$ cat src/rtl/cpu_mem_pkg.sv
// Shared types and constants for the CPU memory-port arbiter.
// Holds the memory geometry, the arbiter state encoding and the grant helper.
package cpu_mem_pkg;

    localparam int ADDR_WIDTH = 13;
    localparam int DATA_WIDTH = 8;

    typedef enum logic [1:0] {
        IDLE,
        ACCESS,
        RESP
    } arb_state_t;

    typedef logic [ADDR_WIDTH-1:0] mem_addr_t;

    function automatic logic [1:0] port_onehot(input logic port);
        return port ? 2'b10 : 2'b01;
    endfunction

endpackage

$ cat src/rtl/mem_port_arbiter_if.sv
// Requester and memory-side signal bundle for the memory-port arbiter.
// master = requesters plus memory model, slave = the arbiter itself.
interface mem_port_arbiter_if #(
    parameter int ADDR_WIDTH = cpu_mem_pkg::ADDR_WIDTH,
    parameter int DATA_WIDTH = cpu_mem_pkg::DATA_WIDTH
) ();

    logic [1:0]            req;
    logic [1:0]            we;
    logic [ADDR_WIDTH-1:0] addr0;
    logic [ADDR_WIDTH-1:0] addr1;
    logic [DATA_WIDTH-1:0] wdata0;
    logic [DATA_WIDTH-1:0] wdata1;
    logic [1:0]            gnt;
    logic [1:0]            done;
    logic [DATA_WIDTH-1:0] rdata;
    logic [ADDR_WIDTH-1:0] mem_address;
    logic [DATA_WIDTH-1:0] mem_write_data;
    logic                  mem_read;
    logic                  mem_write;
    logic [DATA_WIDTH-1:0] mem_rdata;

    modport master (
        output req, we, addr0, addr1, wdata0, wdata1, mem_rdata,
        input  gnt, done, rdata, mem_address, mem_write_data,
        input  mem_read, mem_write
    );

    modport slave (
        input  req, we, addr0, addr1, wdata0, wdata1, mem_rdata,
        output gnt, done, rdata, mem_address, mem_write_data,
        output mem_read, mem_write
    );

endinterface

$ cat src/rtl/rr_arbiter_2.sv
// Combinational two-way round-robin pick.
// A lone requester wins outright; under contention the port not served last wins.
module rr_arbiter_2 (
    input  logic [1:0] req,
    input  logic       last_grant,
    output logic       winner,
    output logic       any
);

    assign any    = |req;
    assign winner = (&req) ? ~last_grant : req[1];

endmodule

$ cat src/rtl/mem_port_arbiter.sv
// Two-port round-robin arbiter in front of the shared program/data memory.
// Each access: one IDLE pick, MEM_LATENCY strobe cycles, one done cycle.
module mem_port_arbiter #(
    parameter int ADDR_WIDTH  = cpu_mem_pkg::ADDR_WIDTH,
    parameter int DATA_WIDTH  = cpu_mem_pkg::DATA_WIDTH,
    parameter int MEM_LATENCY = 2
) (
    input  logic              clk,
    input  logic              rst,
    mem_port_arbiter_if.slave bus
);

    import cpu_mem_pkg::*;

    localparam int CW = $clog2(MEM_LATENCY + 1);
    localparam logic [CW-1:0] CNT_INIT = CW'(MEM_LATENCY - 1);

    arb_state_t    state;
    logic [CW-1:0] cnt;
    logic          last_grant;
    logic          we_l;
    logic          winner;
    logic          any;

    rr_arbiter_2 u_rr (
        .req        (bus.req),
        .last_grant (last_grant),
        .winner     (winner),
        .any        (any)
    );

    // last_grant doubles as the owner of the in-flight access
    always_ff @(posedge clk) begin
        if (rst) begin
            state              <= IDLE;
            cnt                <= '0;
            last_grant         <= 1'b1;
            we_l               <= 1'b0;
            bus.gnt            <= 2'b00;
            bus.done           <= 2'b00;
            bus.mem_read       <= 1'b0;
            bus.mem_write      <= 1'b0;
            bus.rdata          <= '0;
            bus.mem_address    <= '0;
            bus.mem_write_data <= '0;
        end else begin
            unique case (state)
                IDLE: begin
                    if (any) begin
                        last_grant         <= winner;
                        we_l               <= bus.we[winner];
                        bus.mem_address    <= winner ? bus.addr1 : bus.addr0;
                        bus.mem_write_data <= winner ? bus.wdata1 : bus.wdata0;
                        cnt                <= CNT_INIT;
                        bus.gnt            <= port_onehot(winner);
                        bus.mem_read       <= ~bus.we[winner];
                        bus.mem_write      <= bus.we[winner];
                        state              <= ACCESS;
                    end
                end
                ACCESS: begin
                    if (cnt != '0) begin
                        cnt <= cnt - 1'b1;
                    end else begin
                        if (!we_l) begin
                            bus.rdata <= bus.mem_rdata;
                        end
                        bus.mem_read  <= 1'b0;
                        bus.mem_write <= 1'b0;
                        bus.done      <= port_onehot(last_grant);
                        state         <= RESP;
                    end
                end
                RESP: begin
                    bus.gnt  <= 2'b00;
                    bus.done <= 2'b00;
                    state    <= IDLE;
                end
                default: begin
                    state <= IDLE;
                end
            endcase
        end
    end

endmodule

$ cat src/flat_wrapper.sv
// flat-port wrapper written by rule: the top's interface ports become plain ports
module mem_port_arbiter_flat import cpu_mem_pkg::*;
#(
    parameter int ADDR_WIDTH  = cpu_mem_pkg::ADDR_WIDTH,
    parameter int DATA_WIDTH  = cpu_mem_pkg::DATA_WIDTH,
    parameter int MEM_LATENCY = 2
)
  (clk, rst, bus_req, bus_we, bus_addr0, bus_addr1, bus_wdata0, bus_wdata1, bus_mem_rdata, bus_gnt, bus_done, bus_rdata, bus_mem_address, bus_mem_write_data, bus_mem_read, bus_mem_write);
  mem_port_arbiter_if #(.ADDR_WIDTH(ADDR_WIDTH), .DATA_WIDTH(DATA_WIDTH)) bus_i ();
  input  logic clk;
  input  logic rst;
  input wire logic [$bits(bus_i.req)-1:0] bus_req;
  input wire logic [$bits(bus_i.we)-1:0] bus_we;
  input wire logic [$bits(bus_i.addr0)-1:0] bus_addr0;
  input wire logic [$bits(bus_i.addr1)-1:0] bus_addr1;
  input wire logic [$bits(bus_i.wdata0)-1:0] bus_wdata0;
  input wire logic [$bits(bus_i.wdata1)-1:0] bus_wdata1;
  input wire logic [$bits(bus_i.mem_rdata)-1:0] bus_mem_rdata;
  output wire logic [$bits(bus_i.gnt)-1:0] bus_gnt;
  output wire logic [$bits(bus_i.done)-1:0] bus_done;
  output wire logic [$bits(bus_i.rdata)-1:0] bus_rdata;
  output wire logic [$bits(bus_i.mem_address)-1:0] bus_mem_address;
  output wire logic [$bits(bus_i.mem_write_data)-1:0] bus_mem_write_data;
  output wire logic [$bits(bus_i.mem_read)-1:0] bus_mem_read;
  output wire logic [$bits(bus_i.mem_write)-1:0] bus_mem_write;
  assign bus_i.req = bus_req;
  assign bus_i.we = bus_we;
  assign bus_i.addr0 = bus_addr0;
  assign bus_i.addr1 = bus_addr1;
  assign bus_i.wdata0 = bus_wdata0;
  assign bus_i.wdata1 = bus_wdata1;
  assign bus_i.mem_rdata = bus_mem_rdata;
  assign bus_gnt = bus_i.gnt;
  assign bus_done = bus_i.done;
  assign bus_rdata = bus_i.rdata;
  assign bus_mem_address = bus_i.mem_address;
  assign bus_mem_write_data = bus_i.mem_write_data;
  assign bus_mem_read = bus_i.mem_read;
  assign bus_mem_write = bus_i.mem_write;
  mem_port_arbiter #(.ADDR_WIDTH(ADDR_WIDTH), .DATA_WIDTH(DATA_WIDTH), .MEM_LATENCY(MEM_LATENCY)) u_core (.clk(clk), .rst(rst), .bus(bus_i));
endmodule
$ cat config.mk
export PLATFORM = sky130hd
export DESIGN_NAME = mem_port_arbiter_flat
export DESIGN_NICKNAME = d
export VERILOG_FILES = /design/src/rtl/cpu_mem_pkg.sv /design/src/rtl/mem_port_arbiter_if.sv /design/src/rtl/rr_arbiter_2.sv /design/src/rtl/mem_port_arbiter.sv /design/src/flat_wrapper.sv
export SDC_FILE = /design/constraint.sdc
export NUM_CORES = 1
export LEC_CHECK = 0
export ABC_AREA = 1
export CORE_ASPECT_RATIO = 0.75
export CORE_MARGIN = 2
export CORE_UTILIZATION = 44
export DETAILED_ROUTE_END_ITERATION = 10
export GPL_ROUTABILITY_DRIVEN = 0
export GPL_TIMING_DRIVEN = 0
export PLACE_DENSITY = 0.85
export SETUP_SLACK_MARGIN = 0.05
export SYNTH_ARGS = -nofsm -noshare
export SYNTH_HDL_FRONTEND = slang
export SYNTH_SLANG_ARGS = --single-unit
$ cat constraint.sdc
create_clock -name clk -period 2.9 [get_ports clk]
set_clock_uncertainty 0.1 [all_clocks]
set_input_delay 0.29 -clock clk [delete_from_list [all_inputs] [get_ports clk]]
set_output_delay 0.29 -clock clk [all_outputs]
set_load 0.02 [all_outputs]
# ---- Word-level counts from Yosys, hierarchy flattened
# Index checks and enable logic that the tools add are counted.
dict set report word_totals {
  ff_bits 41
  latch_bits 0
  ramBits 0
  romBits 0
  inputBits 56
  out_inout_bits 35
  wordCells 57
  memories 0
}
dict set report classes {
  addsub 1
  multipliers 0
  div_mod_pow 0
  order_cmp 1
  n_eq_ne 5
  n_shift 0
  muxes 21
  bitwise 4
  n_reduce_logical 14
}
# op n
set op_table {}
lappend op_table {{$pmux 2 s2} 4}
lappend op_table {{$mux 2} 7}
lappend op_table {{$mux 13} 1}
lappend op_table {{$reduce_and 2->1} 5}
lappend op_table {{$reduce_and 3->1} 3}
lappend op_table {{$mux 8} 1}
lappend op_table {{$reduce_bool 2->1} 4}
lappend op_table {{$mux 1} 6}
lappend op_table {{$ne 2x1->1 const B} 2}
lappend op_table {{$not 1->1} 4}
lappend op_table {{$pmux 1 s2} 2}
lappend op_table {{$eq 2x1->1 const B} 1}
lappend op_table {{$eq 2x2->1 const B} 1}
lappend op_table {{$logic_not 2->1} 1}
lappend op_table {{$lt 1x2->1 const B} 1}
lappend op_table {{$ne 2x2->1 const B} 1}
lappend op_table {{$reduce_or 2->1} 1}
lappend op_table {{$sub 2x1->2 const B} 1}

# ---- Longest topological paths before layout
# Gate-level depths: netlist of run 1.
dict set report logic_depth {
  ltp_word 7
  mapped_depth 8
  ltp_nobuf 8
}

# ---- By module
# From an unflattened synthesis of run 1, not the netlist that was laid out.
dict set report hier_totals {
  cells_unflattened 285
  hier_area_um2 1911.8
}
# mod instances cells_per_inst area_each_um2 seq_area_each_um2
set modules_own_cells {}
lappend modules_own_cells {mem_port_arbiter 1 282 1896.8 820.8}
lappend modules_own_cells {rr_arbiter_2 1 3 15.0 0.0}

# ---- Least setup slack after synthesis of run 1
# OpenSTA, ideal clock, no wires.
dict set report synth_timing {
  path_kind {register to register}
  startpoint {register u_core.cnt[0]}
  endpoint {register u_core.bus.rdata[0]}
  setup_ns 0.116
  arrival_time_ns 1.009
  t_required_ns 2.684
  setup_slack_ns 1.675
  path_stages_with_launch 9
  n_path_buf 0
  period_less_slack_ns 1.225
  cell_sequence {dfxtp_1 > inv_1 > ha_1 > inv_1 > nor2_1 > nand2_1 > inv_2 > nor2_1 > nor2_1}
}
dict set report synth_via {
  elab_chain_len 3
}
# item line
set synth_rtl {}
lappend synth_rtl {{start, declared} mem_port_arbiter.sv:19} ;# logic [CW-1:0] cnt;
lappend synth_rtl {{start signal, assigned} mem_port_arbiter.sv:63} ;# cnt <= cnt - 1'b1;
lappend synth_rtl {{$reduce_bool 2->1} mem_port_arbiter.sv:62} ;# if (cnt != '0) begin
lappend synth_rtl {{$not 1->1 (no source line)} n/a}
lappend synth_rtl {{$reduce_and 3->1 (no source line)} n/a}
lappend synth_rtl {{end signal, assigned} mem_port_arbiter.sv:66} ;# bus.rdata <= bus.mem_rdata;
lappend synth_rtl {{end, declared} mem_port_arbiter_if.sv:31} ;# output gnt, done, rdata, mem_address, mem_write_data,
# No other way between the ends.
# A chain may end at the register's enable or synchronous reset.

# ---- Worst setup path in the final report of run 1
dict set report layout_timing {
  startpoint {register u_core.bus.mem_address[5]}
  endpoint {output port bus_mem_address[5]}
}
# item line
set layout_rtl {}
lappend layout_rtl {{start, declared} mem_port_arbiter_if.sv:31}
lappend layout_rtl {{start signal, assigned} mem_port_arbiter.sv:52} ;# bus.mem_address <= winner ? bus.addr1 : bus.addr0;
lappend layout_rtl {{end, declared} flat_wrapper.sv:22} ;# output wire logic [$bits(bus_i.mem_address)-1:0] bus_mem_address;
# No word-level cell between the ends.

==> impl_metrics.ini, run 1 <==
[outcome]
run_status = completed

[yosys]
synthDistinctLibCells = 24
yosys_register_bits = 41
synth_nets = 314
synth.yosys.warnings = 0
seq_area_frac_synth_pct = 41.76
syn-cell-area_mm2 = 0.001966
synth_area_per_cell_um2 = 7.678
synthCells = 256

[route]
routedWlPerCell_um = 11.93
route.met2.wl_um = 2096
routed_wirelength_um = 4881
wl_met1_um = 2388
post-route-drc-count = 0
drtAntennaViolNets = 0
met3_length_um = 352
drtPass1Iterations = 4
avgViaCountPerCell = 4.699
maxUsedRoutingLayer = met4
num_vias = 1922
drt_first_iter_violations = 48

[floorplan]
effective_utilization_at_floorplan_pct = 44.80
placementRows = 21
die_area_mm2 = 0.005024
die_w_um = 81.18
design.core.area_mm2 = 0.004388
io-pin-count = 91
fp.dieH_um = 61.89

[power]
vdd_ir_drop_max_mv = 0.3124
power_density_mw_per_mm2 = 558.1
leakage_nw = 1.245

[clocking]
htreeDepth = 2
cts_tree = built
path_clk_slew_ps = 70
root_buffer = sky130_fd_sc_hd__clkbuf_8
clock_buffer_count_from_cts = 5
clkLatencyLatePin_ps = 290
hold_buffer_count_at_cts = 0
cts.repair.resized = 0
tritoncts_num_sinks = 41
post-cts-setup-buffers = 0
cts.path.max_buffers = 2

[setup_path]
cp-start-kind = register
cp.arrival_ps = 1270
worst_r2r_endpoint = u_core.bus.rdata[7]
setup.worst_path.end = bus_mem_address[5]
worst-r2r-setup-slack_ps = 1510
worst-endpoint-required_ps = 2510
worst-path-max-fanout = 2
path_buf_inv = 1
critical_path.max_stage_delay_ps = 620
crit_chain = clkdlybuf4s50_1
worstSetupStartpoint = u_core.bus.mem_address[5]
crit_family = buffers and inverters
r2r_start = u_core.cnt[0]
cp-end-kind = output pin
timing_worst_setup_path_type = register to output pin
worst-r2r-cell-count = 8
critical_path.slowest_cell = sky130_fd_sc_hd__clkdlybuf4s50_1
wp_depth = 1

[grt]
first_global_vias = 1746
grt_antenna_before_repair = 0
total_gr_overflow = 0
global_route_wire_length_before_repair_um = 7769
pin_count_of_the_biggest_net_entering_global_routing = 13
grt.total_usage_pct = 20.43

[sta]
achievable-frequency_mhz = 603.1
timing.final.setup_violations = 0
report.final.slew_viol_count = 0
total_neg_setup_slack_ps = 0
fin_crit_sh_pct = 57.18
slew_at_the_pin_closest_to_its_max_slew_limit_ps = 425.9
grt_setup_unrepaired = false
timing.max_slew.rel_slack_pct = 71.61
hold_slack_ps = 186.7
finalHoldViolations = 0
layout_min_cycle_time_ps = 1658

[placement]
port-buffer-count = 88
dp.final_hpwl_um = 3710

[finish]
layout-area-overhead-vs-synth_pct = 53.60
antenna-diode-count = 0
final_cell_mix = sky130_fd_sc_hd__clkdlybuf4s50_1 (88), sky130_fd_sc_hd__nand2_1 (63), sky130_fd_sc_hd__dfxtp_1 (41), sky130_fd_sc_hd__nor2_1 (27), sky130_fd_sc_hd__nand3_1 (21)
fin_util_pct = 68.81
finalNetCount = 409
drive_gt1_share_pct = 18.75
layout.cells.most_common = sky130_fd_sc_hd__clkdlybuf4s50_1
fillers = 367

[run]
drv_cap = 0

[hold_path]
hp-class = primary input to register
-- worst reg2reg max path: stages (launching register included) --
cell                      delay [ps]
sky130_fd_sc_hd__dfxtp_1         320
sky130_fd_sc_hd__inv_1            70
sky130_fd_sc_hd__ha_1            190
sky130_fd_sc_hd__inv_1            80
sky130_fd_sc_hd__nor2_1           40
sky130_fd_sc_hd__nand2_1         200
sky130_fd_sc_hd__inv_2           120
sky130_fd_sc_hd__nor2_1          110
sky130_fd_sc_hd__nor2_1           50
-- state kept, by name, summed over array words and instances, names as in the netlist --
name / flops
u_core.bus.rdata: 8
u_core.cnt: 2
u_core.bus.gnt: 2
u_core.we_l: 1
u_core.bus.mem_address: 13
u_core.bus.mem_read: 1
u_core.last_grant: 1
u_core.bus.done: 2
u_core.state: 2
u_core.bus.mem_write: 1
u_core.bus.mem_write_data: 8
-- layer usage --
metal | vias to the layer above | GRT usage (%)
li1 | 1013 | -
met5 | - | 0
met2 | 63 | 33.18
met3 | 5 | 5.925
met4 | 0 | 6.538
met1 | 841 | 26.67
-- cell usage after synthesis --
library cell,number,share of area [%]
sky130_fd_sc_hd__nor3_1,1,0.25
sky130_fd_sc_hd__ha_1,2,1.3
sky130_fd_sc_hd__buf_4,1,0.38
sky130_fd_sc_hd__o21ai_4,1,0.83
sky130_fd_sc_hd__buf_12,1,1.0
sky130_fd_sc_hd__and3_1,1,0.32
sky130_fd_sc_hd__dfxtp_1,41,42
sky130_fd_sc_hd__buf_6,6,3.4
sky130_fd_sc_hd__inv_2,3,0.57
sky130_fd_sc_hd__nand2_1,63,12
sky130_fd_sc_hd__nor2_8,1,1.0
sky130_fd_sc_hd__nand2_2,17,5.4
sky130_fd_sc_hd__buf_2,4,1.0
sky130_fd_sc_hd__inv_1,7,1.3
sky130_fd_sc_hd__o21ai_1,10,2.5
sky130_fd_sc_hd__nand2_4,1,0.57
sky130_fd_sc_hd__a21oi_1,14,3.6
sky130_fd_sc_hd__a21oi_2,15,6.7
sky130_fd_sc_hd__clkbuf_1,2,0.38
sky130_fd_sc_hd__nor2_1,27,5.2
sky130_fd_sc_hd__nand3_1,21,5.3
sky130_fd_sc_hd__nor2_2,7,2.2
sky130_fd_sc_hd__nor2_4,1,0.57
sky130_fd_sc_hd__o21ai_0,9,2.3
-- how the worst min path moves through the flow --
stage / to / depth (start not counted) / start / slack [ps]
after floorplan: u_core.bus.mem_address[12] / 2 / bus_addr1[12] / 310
after global placement: u_core.bus.mem_address[8] / 2 / u_core.bus.mem_address[8] / 360
after detailed placement: u_core.bus.mem_address[0] / 2 / u_core.bus.mem_address[0] / 360
after CTS: u_core.bus.mem_address[1] / 2 / rst / 170
after global routing: u_core.bus.mem_address[0] / 2 / rst / 190
final: u_core.bus.mem_address[1] / 2 / rst / 190
-- stage by stage --
step / worst slack, ps / std cells / instance area, um^2 / total power, mW
after detailed placement: 1120 / 401 / 2918 / 1.295
after global placement: 1152 / 401 / 2918 / 1.285
after global routing: 1208 / 409 / 3019 / 1.781
after floorplan: 1675 / 256 / 1966 / 1.043
final: 1242 / 409 / 3019 / 1.685
after CTS: 1239 / 409 / 3019 / 1.699
-- layout make-up --
class                      count  area, um^2  share of cell area (%)
buffer                        14       122.6                   4.061
clock buffer                   7       96.34                   3.191
clock inverter                 1       5.005                  0.1658
inverter                      10       37.54                   1.243
multi-input combinational    191       984.7                   32.61
sequential                    41       820.8                   27.19
tap                           57       71.32                   2.362
timing repair buffer          88       880.8                   29.18
-- where the power goes --
part | total [mW] | switching [mW] | internal (mW)
clock network | 0.403 | 0.188 | 0.215
logic | 0.606 | 0.317 | 0.289
registers | 0.676 | 0.0402 | 0.636
total | 1.69 | 0.545 | 1.14
-- logic make-up after synthesis --
family | after synthesis | synth area share, %
and+or+nand+nor | 140 | 32.91
DFF | 41 | 41.76
buffers and inverters | 24 | 8.148
AOI/OAI and AO/OA | 49 | 15.91
adders and majority gates | 2 | 1.273
No activity file was read; power rests on OpenSTA's default activity.
==> run 2, diff against run 1 <==
CORE_UTILIZATION = 41   (was 44)
PLACE_DENSITY = 0.8   (was 0.85)
clock period = 1.55 ns   (was 2.9 ns; I/O delays follow)
==> impl_metrics.ini, run 2 (synthesized netlist as in run 1, its figures left out) <==
[finish]
finalNetCount = 409
regMostFlops = u_core.bus.mem_address
post_layout_cell_count = 409
antenna-diode-count = 0
drive_gt1_share_pct = 19.03
flip_flop_count_of_the_largest_register_all_copies_and_words_added = 13
layout-area-overhead-vs-synth_pct = 52.58
final_cell_mix = sky130_fd_sc_hd__nand2_1 (62), sky130_fd_sc_hd__clkdlybuf4s50_1 (53), sky130_fd_sc_hd__dfxtp_1 (41), sky130_fd_sc_hd__dlygate4sd2_1 (28), sky130_fd_sc_hd__nor2_1 (27)
biggestRegsByFlops = u_core.bus.mem_address x13, u_core.bus.mem_write_data x8, u_core.bus.rdata x8
fillers = 416
fin_util_pct = 65.98
layout.cells.most_common = sky130_fd_sc_hd__nand2_1

[floorplan]
placementRows = 21
die_w_um = 83.95
io-pin-count = 91
fp.dieH_um = 63.97
effective_utilization_at_floorplan_pct = 43.24
design.core.area_mm2 = 0.004546
die_area_mm2 = 0.005370

[route]
post-route-drc-count = 0
drt_first_iter_violations = 55
drtPass1Iterations = 4
drtAntennaViolNets = 0
routedWlPerCell_um = 12.22
avgViaCountPerCell = 4.736
routed_wirelength_um = 5000
num_vias = 1937

[clocking]
post-cts-setup-buffers = 0
cts_tree = built
root_buffer = sky130_fd_sc_hd__clkbuf_8
clock_buffer_count_from_cts = 5
tritoncts_num_sinks = 41
cts.path.max_buffers = 2
htreeDepth = 2
hold_buffer_count_at_cts = 0
path_clk_slew_ps = 90
clkLatencyLatePin_ps = 300

[setup_path]
setup.worst_path.end = u_core.bus.mem_write_data[3]
worst_r2r_endpoint = u_core.bus.mem_write_data[3]
worstSetupStartpoint = u_core.state[1]
worst-r2r-cell-count = 7
cp.arrival_ps = 1450
cp-start-kind = register
worst-r2r-setup-slack_ps = 200
worst-path-max-fanout = 10
cp-end-kind = register
worst-endpoint-required_ps = 1650
r2r_start = u_core.state[1]
timing_worst_setup_path_type = register to register

[run]
drv_cap = 0

[grt]
first_global_vias = 1854
global_route_wire_length_before_repair_um = 8335
total_gr_overflow = 0
pin_count_of_the_biggest_net_entering_global_routing = 14
grt_antenna_before_repair = 0
grt.total_usage_pct = 19.43

[placement]
dpl.cell_count = 401
dp.final_hpwl_um = 3813
port-buffer-count = 88

[power]
vdd_ir_drop_max_mv = 0.6387
power_density_mw_per_mm2 = 1026
leakage_nw = 1.460

[sta]
slew_at_the_pin_closest_to_its_max_slew_limit_ps = 447.8
timing.final.setup_violations = 0
timing.max_slew.rel_slack_pct = 70.15
layout_min_cycle_time_ps = 1351
fin_crit_sh_pct = 87.13
achievable-frequency_mhz = 740.4
report.final.slew_viol_count = 0
finalHoldViolations = 0
grt_setup_unrepaired = false
total_neg_setup_slack_ps = 0

[hold_path]
hp-class = primary input to register

[outcome]
run_status = completed
[run 2: cell types whose count changed in the layout (fill, tap and decap cells not counted), sizes merged]
cell | previous run | this run
clkbuf | 9 | 8
dlymetal6s2s | 0 | 7
clkdlybuf4s50 | 88 | 53
clkinv | 1 | 2
dlygate4sd2 | 0 | 28
[run 2: critical path, cell delays in order, from the launching register on]
cell and delay [ps]:
sky130_fd_sc_hd__dfxtp_1 370, sky130_fd_sc_hd__inv_1 110, sky130_fd_sc_hd__nand2_2 100, sky130_fd_sc_hd__nor2_8 170, sky130_fd_sc_hd__buf_6 190, sky130_fd_sc_hd__nand2_2 70, sky130_fd_sc_hd__a21oi_2 120, sky130_fd_sc_hd__nor2_2 40
[run 2: metal layers]
| layer | share of wire [%] | GRT usage [%] | vias to the layer above |
|---|---|---|---|
| li1 | - | - | 1016 |
| met3 | 7.9 | 6.072 | 5 |
| met2 | 43 | 31.00 | 65 |
| met5 | 0 | 0 | - |
| met1 | 48 | 25.50 | 851 |
| met4 | 0.98 | 5.444 | 0 |
[run 2: report_power, final]
part,internal (mW),switching [mW]
sequential,1.19,0.0682
combinational,0.476,0.603
clock,0.361,0.380
total,2.03,1.05
[run 2: cell type report]
type	count	area, um^2	share of cell area, %
Buffer	14	122.6	4.088
Clock buffer	6	82.58	2.753
Clock inverter	2	13.76	0.4589
Inverter	10	37.54	1.252
Multi-Input combinational cell	191	987.2	32.92
Sequential cell	41	820.8	27.37
Tap cell	57	71.32	2.378
Timing Repair Buffer	88	863.3	28.79
[run 2: repair_timing]
| item | CTS | global route |
|---|---|---|
| endpoints found under the setup margin | 28 | 15 |
| gates resized for setup | 28 | 8 |
| pin swaps | 0 | 0 |
| gates cloned | 0 | 0 |
[run 2: worst min-delay path by stage]
stage	endpoint	from	depth (start not counted)	slack [ps]
after floorplan	u_core.bus.mem_address[12]	bus_addr1[12]	2	180
after global placement	u_core.bus.mem_address[0]	rst	2	340
after detailed placement	u_core.bus.done[1]	rst	2	350
after CTS	u_core.bus.done[1]	rst	2	30
after global routing	u_core.bus.done[1]	rst	2	20
final	u_core.bus.done[1]	rst	2	40
[run 2: metrics by stage]
| stage | cell area (um^2) | power (mW) | worst slack (ps) | hold slack [ps] |
|---|---|---|---|---|
| 2_1_floorplan | 1966 | 1.951 | 324.9 | 176.1 |
| 3_3_place_gp | 2918 | 2.412 | -72.32 | 340.7 |
| 3_5_place_dp | 2918 | 2.429 | -89.29 | 352.3 |
| 4_1_cts | 2979 | 3.105 | 52.68 | 25.62 |
| 5_1_grt | 2999 | 3.265 | 84.49 | 24.07 |
| 6_report | 2999 | 3.077 | 199.5 | 36.35 |
